$ cat config.mk
export PLATFORM = sky130hd
export DESIGN_NAME = branch_predictor
export DESIGN_NICKNAME = d
export VERILOG_FILES = /design/src/rtl/branch_predictor.sv
export SDC_FILE = /design/constraint.sdc
export NUM_CORES = 2
export LEC_CHECK = 0
export CORE_ASPECT_RATIO = 2
export CORE_MARGIN = 4
export CORE_UTILIZATION = 52
export CTS_BUF_LIST = sky130_fd_sc_hd__clkbuf_2 sky130_fd_sc_hd__clkbuf_4 sky130_fd_sc_hd__clkbuf_8
export CTS_CLUSTER_DIAMETER = 100
export DETAILED_ROUTE_END_ITERATION = 8
export GPL_TIMING_DRIVEN = 0
export PLACE_DENSITY = 0.69
export SYNTH_ARGS = -nofsm -noshare
export SYNTH_HDL_FRONTEND = slang
export SYNTH_SLANG_ARGS = --single-unit
$ cat constraint.sdc
create_clock -name clk -period 15.2 [get_ports clk]
set_input_delay 3.04 -clock clk [delete_from_list [all_inputs] [get_ports clk]]
set_output_delay 3.04 -clock clk [all_outputs]
set_load 0.1 [all_outputs]
$ cat src/rtl/branch_predictor.sv
// IF-stage branch predictor: direct-mapped BTB with 2-bit saturating counters and combinational lookup.
// Optional performance counters are enabled with `define BP_PERF_CNT_EN.
module branch_predictor #(
    parameter int WIDTH       = 32,
    parameter int BTB_ENTRIES = 16,
    parameter int IDX_W       = $clog2(BTB_ENTRIES)
) (
    input  logic             clk,
    input  logic             rst_n,
    input  logic [WIDTH-1:0] fetch_pc,
    output logic [WIDTH-1:0] branch_predict_pc,
    output logic             branch_taken,
    input  logic             ex_br_valid,
    input  logic [WIDTH-1:0] ex_br_pc,
    input  logic             ex_br_taken,
    input  logic [WIDTH-1:0] ex_br_target,
    input  logic             branch_miss,
`ifdef BP_PERF_CNT_EN
    output logic [WIDTH-1:0] perf_br_cnt,
    output logic [WIDTH-1:0] perf_miss_cnt,
`endif
    input  logic             bp_clear
);

    localparam int TAG_W = WIDTH - IDX_W - 2;

    function automatic logic [1:0] sat_inc(input logic [1:0] c);
        return (c == 2'b11) ? 2'b11 : c + 2'b01;
    endfunction

    function automatic logic [1:0] sat_dec(input logic [1:0] c);
        return (c == 2'b00) ? 2'b00 : c - 2'b01;
    endfunction

    logic [BTB_ENTRIES-1:0] valid_r;
    logic [TAG_W-1:0]       tag_r    [BTB_ENTRIES];
    logic [WIDTH-1:0]       target_r [BTB_ENTRIES];
    logic [1:0]             cnt_r    [BTB_ENTRIES];

    logic [IDX_W-1:0] rd_idx_s;
    logic [TAG_W-1:0] rd_tag_s;
    logic             rd_hit_s;
    logic [IDX_W-1:0] wr_idx_s;
    logic [TAG_W-1:0] wr_tag_s;
    logic             wr_hit_s;

    assign rd_idx_s = fetch_pc[IDX_W+1:2];
    assign rd_tag_s = fetch_pc[WIDTH-1:IDX_W+2];
    assign wr_idx_s = ex_br_pc[IDX_W+1:2];
    assign wr_tag_s = ex_br_pc[WIDTH-1:IDX_W+2];
    assign wr_hit_s = valid_r[wr_idx_s] && (tag_r[wr_idx_s] == wr_tag_s);

    // Zero-latency lookup; reads pre-update state, so a same-cycle write is not bypassed.
    always_comb begin
        rd_hit_s          = 1'b0;
        branch_taken      = 1'b0;
        branch_predict_pc = fetch_pc + {{(WIDTH-3){1'b0}}, 3'b100};
        rd_hit_s          = valid_r[rd_idx_s] && (tag_r[rd_idx_s] == rd_tag_s);
        if (rd_hit_s && cnt_r[rd_idx_s][1]) begin
            branch_taken      = 1'b1;
            branch_predict_pc = target_r[rd_idx_s];
        end else begin
            branch_taken      = 1'b0;
        end
    end

    // Table state: clear beats training; training only touches the indexed entry.
    always_ff @(posedge clk or negedge rst_n) begin
        if (!rst_n) begin
            valid_r <= {BTB_ENTRIES{1'b0}};
            for (int i = 0; i < BTB_ENTRIES; i++) begin
                tag_r[i]    <= {TAG_W{1'b0}};
                target_r[i] <= {WIDTH{1'b0}};
                cnt_r[i]    <= 2'b01;
            end
        end else if (bp_clear) begin
            valid_r <= {BTB_ENTRIES{1'b0}};
            for (int i = 0; i < BTB_ENTRIES; i++) begin
                cnt_r[i] <= 2'b01;
            end
        end else if (ex_br_valid) begin
            if (wr_hit_s) begin
                if (ex_br_taken) begin
                    cnt_r[wr_idx_s]    <= sat_inc(cnt_r[wr_idx_s]);
                    target_r[wr_idx_s] <= ex_br_target;
                end else begin
                    cnt_r[wr_idx_s]    <= sat_dec(cnt_r[wr_idx_s]);
                end
            end else if (ex_br_taken) begin
                valid_r[wr_idx_s]  <= 1'b1;
                tag_r[wr_idx_s]    <= wr_tag_s;
                target_r[wr_idx_s] <= ex_br_target;
                cnt_r[wr_idx_s]    <= 2'b10;
            end
        end
    end

`ifdef BP_PERF_CNT_EN
    // Event counters follow EX resolutions only and ignore bp_clear.
    always_ff @(posedge clk or negedge rst_n) begin
        if (!rst_n) begin
            perf_br_cnt   <= {WIDTH{1'b0}};
            perf_miss_cnt <= {WIDTH{1'b0}};
        end else if (ex_br_valid) begin
            perf_br_cnt <= perf_br_cnt + {{(WIDTH-1){1'b0}}, 1'b1};
            if (branch_miss) begin
                perf_miss_cnt <= perf_miss_cnt + {{(WIDTH-1){1'b0}}, 1'b1};
            end
        end
    end
`else
    logic unused_miss_s;
    assign unused_miss_s = branch_miss;
`endif

endmodule

## After elaboration in Yosys (flattened, before gate mapping)

Index checks and enable logic that the tools add are counted.

| storage, ports and cells | value |
|---|---|
| output and inout bits | 33 |
| logic and storage cells | 127 |
| input port bits | 102 |
| register bits after elaboration | 976 |

| cells by class | value |
|---|---|
| bitwise gates (word level) | 8 |
| $add $sub $neg | 3 |
| eq/ne operators | 4 |
| multiplexer cells | 44 |
| reductions and logical operators | 13 |
| $lt $le $gt $ge | 6 |

Operator list:

| kind | count |
|---|---|
| $bwmux 512 | 1 |
| $bwmux 416 | 1 |
| $mux 32 | 9 |
| $bmux 26 s4 | 2 |
| $mux 26 | 5 |
| $bmux 32 s4 | 1 |
| $demux 32 s4 | 1 |
| $demux 26 s4 | 1 |
| $bwmux 32 | 2 |
| $mux 16 | 4 |
| $eq 26x26->1 | 2 |
| $add 32x3->32 const B | 1 |
| $or 16x16->16 | 2 |
| $and 16x16->16 | 1 |
| $bmux 2 s4 | 2 |
| $not 16->16 | 1 |
| $mux 2 | 7 |
| $ge 5x5->1 const B | 2 |
| $lt 4x5->1 const B | 2 |
| $not 4->5 | 2 |
| $bmux 1 s4 | 2 |
| $demux 2 s4 | 1 |
| $reduce_and 3->1 | 2 |
| $logic_and 1x1->1 | 5 |
| other kinds (14) | 19 |

## Longest topological paths before layout

| depth | value |
|---|---|
| depth after elaboration | 11 |
| mapped depth | 18 |
| gate-level depth less buffers | 9 |

## Worst setup path after synthesis

No wires, ideal clock.

| timing | value |
|---|---|
| path type | input-to-output |
| start point | in fetch_pc[2] |
| end point | out branch_taken |
| path slack | 3,745 ps |
| arrival | 8,415 ps |
| buffers on the path | 4 |
| required time | 12,160 ps |
| stages on the path | 10 |
| cells stage by stage | buf_2 > buf_2 > buf_2 > buf_2 > mux4_2 > mux2i_1 > a21oi_1 > xor2_1 > or4_1 > nor4_1 |

| on the way | value |
|---|---|
| cells in the longest elaborated chain, start to end | 8 |

RTL lines:

| element | RTL line | RTL |
|---|---|---|
| start, declared | 10 | `input logic [WIDTH-1:0] fetch_pc,` |
| $not 4->5 (implied by the code) | 58, 59 |  |
| $bmux 26 s4 | 58 | `rd_hit_s = valid_r[rd_idx_s] && (tag_r[rd_idx_s] == rd_tag_s);` |
| $mux 26 (implied by the code) (2 in series) | 58 |  |
| $eq 26x26->1 | 58 |  |
| $logic_and 1x1->1 | 58 |  |
| $logic_and 1x1->1 (*) | 59 | `if (rd_hit_s && cnt_r[rd_idx_s][1]) begin` |
| $mux 1 (*) | 59 |  |
| end, declared | 12 | `output logic branch_taken,` |

Mark *: on every way between the ends. The rest lies on a longest branch, timed or not. The select of a mux whose other input is x is not followed.

## Worst setup path after layout

| timing | value |
|---|---|
| start point | in fetch_pc[3] |
| end point | out branch_predict_pc[2] |

| on the way | value |
|---|---|
| cells in the longest elaborated chain, start to end | 8 |

RTL lines:

| element | RTL line | RTL |
|---|---|---|
| $not 4->5 (implied by the code) | 58, 59, 61 |  |
| $bmux 26 s4 | 58 |  |
| $mux 26 (implied by the code) (2 in series) | 58 |  |
| $eq 26x26->1 | 58 |  |
| $logic_and 1x1->1 | 58 |  |
| $logic_and 1x1->1 | 59 |  |
| $mux 32 (*) | 59 |  |
| end, declared | 11 | `output logic [WIDTH-1:0] branch_predict_pc,` |

Marked as above.

==> impl_metrics.py <==
metrics = {
    "timing": {
        "whs_ns": 0.501,
        "worstMarginPinSlew_ns": 1.52,
        "rsz0062_at_grt": "false",
        "max_freq_ghz": 0.0665,
        "finalHoldViolCount": 0,
        "finalCritPeriodShare": 0.989,
        "skew_ns": 0.0362,
        "slew_violations": 11,
        "finalSetupViolations": 0,
        "slew_headroom": -0.0149,
        "min_period_ns": 15.04,
    },
    "min_path": {
        "hold_path_class": "reg -> reg",
        "whs_path_depth": 1,
        "min_from": "target_r[166]",
        "worstHoldEndpoint": "target_r[166]",
    },
    "placed_design": {
        "numPlacedInstances": 4626,
        "gp_congestion": 1.03,
        "portBuffers": 109,
        "hpwl_mm": 137,
    },
    "run_status": {
        "status": "finished with violations",
        "failed_checks": "max-capacitance violations, max-slew violations",
    },
    "global_routing": {
        "grt_antenna_before_repair": 12,
        "grt_pass1_vias": 36200,
        "grt_max_degree": 129,
        "grt.total_usage": 0.373,
        "grt_overflow": 0,
        "grt_pass1_wl_mm": 263,
    },
    "logic_synthesis": {
        "yosys_register_bits": 976,
        "synth_edf_count": 0,
        "yosys_most_used_dff": "dfrtp_1",
        "avgSynthCellArea_sq_um": 15.2,
        "synth.cell_area_sq_mm": 0.0499,
        "ys_warn_count": 0,
        "async_flop_share": 1.00,
        "synthesis.nets": 3395,
        "synth_cell_types": 71,
        "seq_area_frac_synth": 0.490,
        "synthCells": 3292,
    },
    "floorplanning": {
        "rows": 160,
        "die_y_um": 446,
        "die_w_um": 227,
        "ios": 135,
        "die_area_sq_mm": 0.101,
        "initial_utilization": 0.525,
        "core_sq_mm": 0.0951,
    },
    "setup_path": {
        "path_max_fanout": 10,
        "cp.arrival_ns": 12.00,
        "critical_path_class": "in -> out",
        "rr_worst_depth": 10,
        "r2r-end": "tag_r[95]",
        "end_kind": "primary output",
        "r2r_start": "tag_r[117]",
        "start_kind": "input port",
        "r2r_slack_ns": 10.18,
        "required_ns": 12.16,
    },
    "drt": {
        "drtIter0Drc": 2627,
        "vias_per_cell": 6.75,
        "dr.pass1.iters": 6,
        "post_drt_wl_per_cell_um": 38.2,
        "vias": 33000,
        "drc_errors": 0,
        "final_antenna_net_count": 0,
        "drt-total-wl_mm": 186,
    },
    "clock_tree": {
        "clock_sinks": 976,
        "htree_num_levels": 4,
        "clk_latency_ns": 0.92,
        "clkTransAtPathRegs_ns": 0.06,
        "cts_tree": "built",
        "clock_path_buffers": 3,
        "cts_buffers": 145,
        "post_cts_buffers": 0,
        "cts_root_buffer": "clkbuf_8",
    },
    "power_and_ir_drop": {
        "p_leak_nw": 25.0,
        "ir_worst_vdd_v": 0.000106,
        "power.density_mw_per_mm2": 119,
    },
    "run": {
        "drv_cap": 2,
    },
    "final_layout": {
        "drive_gt1_frac": 0.458,
        "multi_input_area_sq_mm": 0.0239,
        "layout.area.seq_sq_mm": 0.0244,
        "area_growth_syn_to_layout_pct": 11.8,
        "n_fill_cell": 7494,
        "stdcell_count": 4883,
        "layout.nets": 3661,
    },
}
-- sequential cells by signal, indices dropped and copies added, names as in the netlist --
signal / cells
target_r: 512
tag_r: 416
cnt_r: 32
valid_r: 16
-- cells in the mapped netlist (all sizes together), types with 16 or more instances --
| cell | n | area share |
|---|---|---|
| dfrtp | 960 | 0.48 |
| buf | 136 | 0.018 |
| nand2 | 86 | 0.0074 |
| nor2b | 23 | 0.0029 |
| mux2i | 76 | 0.015 |
| xnor2 | 44 | 0.0077 |
| mux2 | 970 | 0.22 |
| nor2 | 57 | 0.0043 |
| clkbuf | 164 | 0.012 |
| o21ai | 34 | 0.0034 |
| a31oi | 18 | 0.0023 |
| dfstp | 16 | 0.0084 |
| mux4 | 381 | 0.17 |
| a21oi | 27 | 0.0027 |
| xor2 | 34 | 0.0060 |
| inv | 31 | 0.0023 |
| nand3 | 44 | 0.0059 |
-- power breakdown --
group | leakage [nW] | internal, mW | switching [mW]
Sequential | 12.9 | 2.94 | 0.224
Combinational | 10.5 | 0.606 | 0.609
Clock | 1.59 | 1.18 | 1.09
-- worst max-delay path by stage --
stage	startpoint	to
finish	fetch_pc[3]	branch_predict_pc[2]
global route	fetch_pc[3]	branch_predict_pc[2]
CTS	fetch_pc[3]	branch_predict_pc[2]
detailed placement	fetch_pc[3]	branch_predict_pc[2]
global placement	rst_n	target_r[392]
floorplan	fetch_pc[2]	branch_taken
-- layer usage --
layer / up-vias / GRT usage / routed length [um]
met1: 17500 / 0.376 / 57900
met2: 1643 / 0.628 / 93700
met4: 8 / 0.350 / 22600
met5: - / 0 / 62
met3: 809 / 0.0848 / 12200
li1: 13000 / - / -
-- layout make-up --
| class | instances | area share |
|---|---|---|
| clock inverters | 28 | 0.00486 |
| inverters | 31 | 0.00208 |
| well taps | 1215 | 0.0272 |
| multi-input cells | 1985 | 0.428 |
| clock buffers | 222 | 0.0489 |
| repair buffers | 119 | 0.0239 |
| plain buffers | 300 | 0.0272 |
| diodes | 7 | 0.000314 |
| flip-flops and latches | 976 | 0.438 |
-- kinds of logic (layout without fill, tap and decap cells) --
logic type / after synthesis / in the layout / share of synthesized area
xor+xnor: 78 / 78 / 0.0137
fa+ha+maj: 2 / 2 / 0.000451
flops: 976 / 976 / 0.490
mux: 1427 / 1427 / 0.406
other cells: 0 / 7 / 0
buf+inv: 331 / 700 / 0.0326
compound gates: 195 / 195 / 0.0275
simple gates: 283 / 283 / 0.0301
-- worst max-delay path, stage by stage --
cell,delay [ns]
clkdlybuf4s50_1,0.62
buf_2,0.53
buf_2,0.54
buf_2,0.47
clkbuf_1,1.02
clkbuf_2,0.74
mux2i_1,0.39
xor2_1,0.39
nand2_1,0.09
o21ai_0,0.99
nand4_1,0.23
nor3_2,0.87
buf_2,0.51
mux2i_1,0.24
clkdlybuf4s50_1,1.23
-- metrics by stage --
step / setup TNS [ns] / power [mW] / area [sq um] / setup slack, ns / utilization
2_1_floorplan: 0 / 3.91 / 49900 / 3.75 / -
3_3_place_gp: - / 4.33 / 52500 / -29.74 / 0.552
3_5_place_dp: -0.00416 / 4.40 / 52800 / -0.00416 / 0.555
4_1_cts: 0 / 6.65 / 55800 / 0.422 / 0.587
5_1_grt: 0 / 6.87 / 55800 / 0.327 / 0.587
6_report: 0 / 6.65 / 55800 / 0.160 / 0.587
-- layout by cell type (no fill, tap or decap), drive strengths merged, types with 9 or more instances in the layout --
master / n
a211o: 11
a211oi: 15
a21oi: 27
a22oi: 9
a31oi: 18
buf: 146
clkbuf: 387
clkdlybuf4s50: 108
clkinv: 14
dfrtp: 960
dfstp: 16
inv: 37
mux2: 970
mux2i: 76
mux4: 381
nand2: 86
nand3: 44
nand4: 13
nor2: 57
nor2b: 23
nor3: 15
o21a: 13
o21ai: 34
xnor2: 44
xor2: 34
-- what timing repair did --
item / CTS / global route
hold endpoints to repair: 0 / 0
setup endpoints to repair: 1 / 0
hold buffers: 0 / 0
gates resized for setup: 1 / 0
No activity file was read; power rests on OpenSTA's default activity.
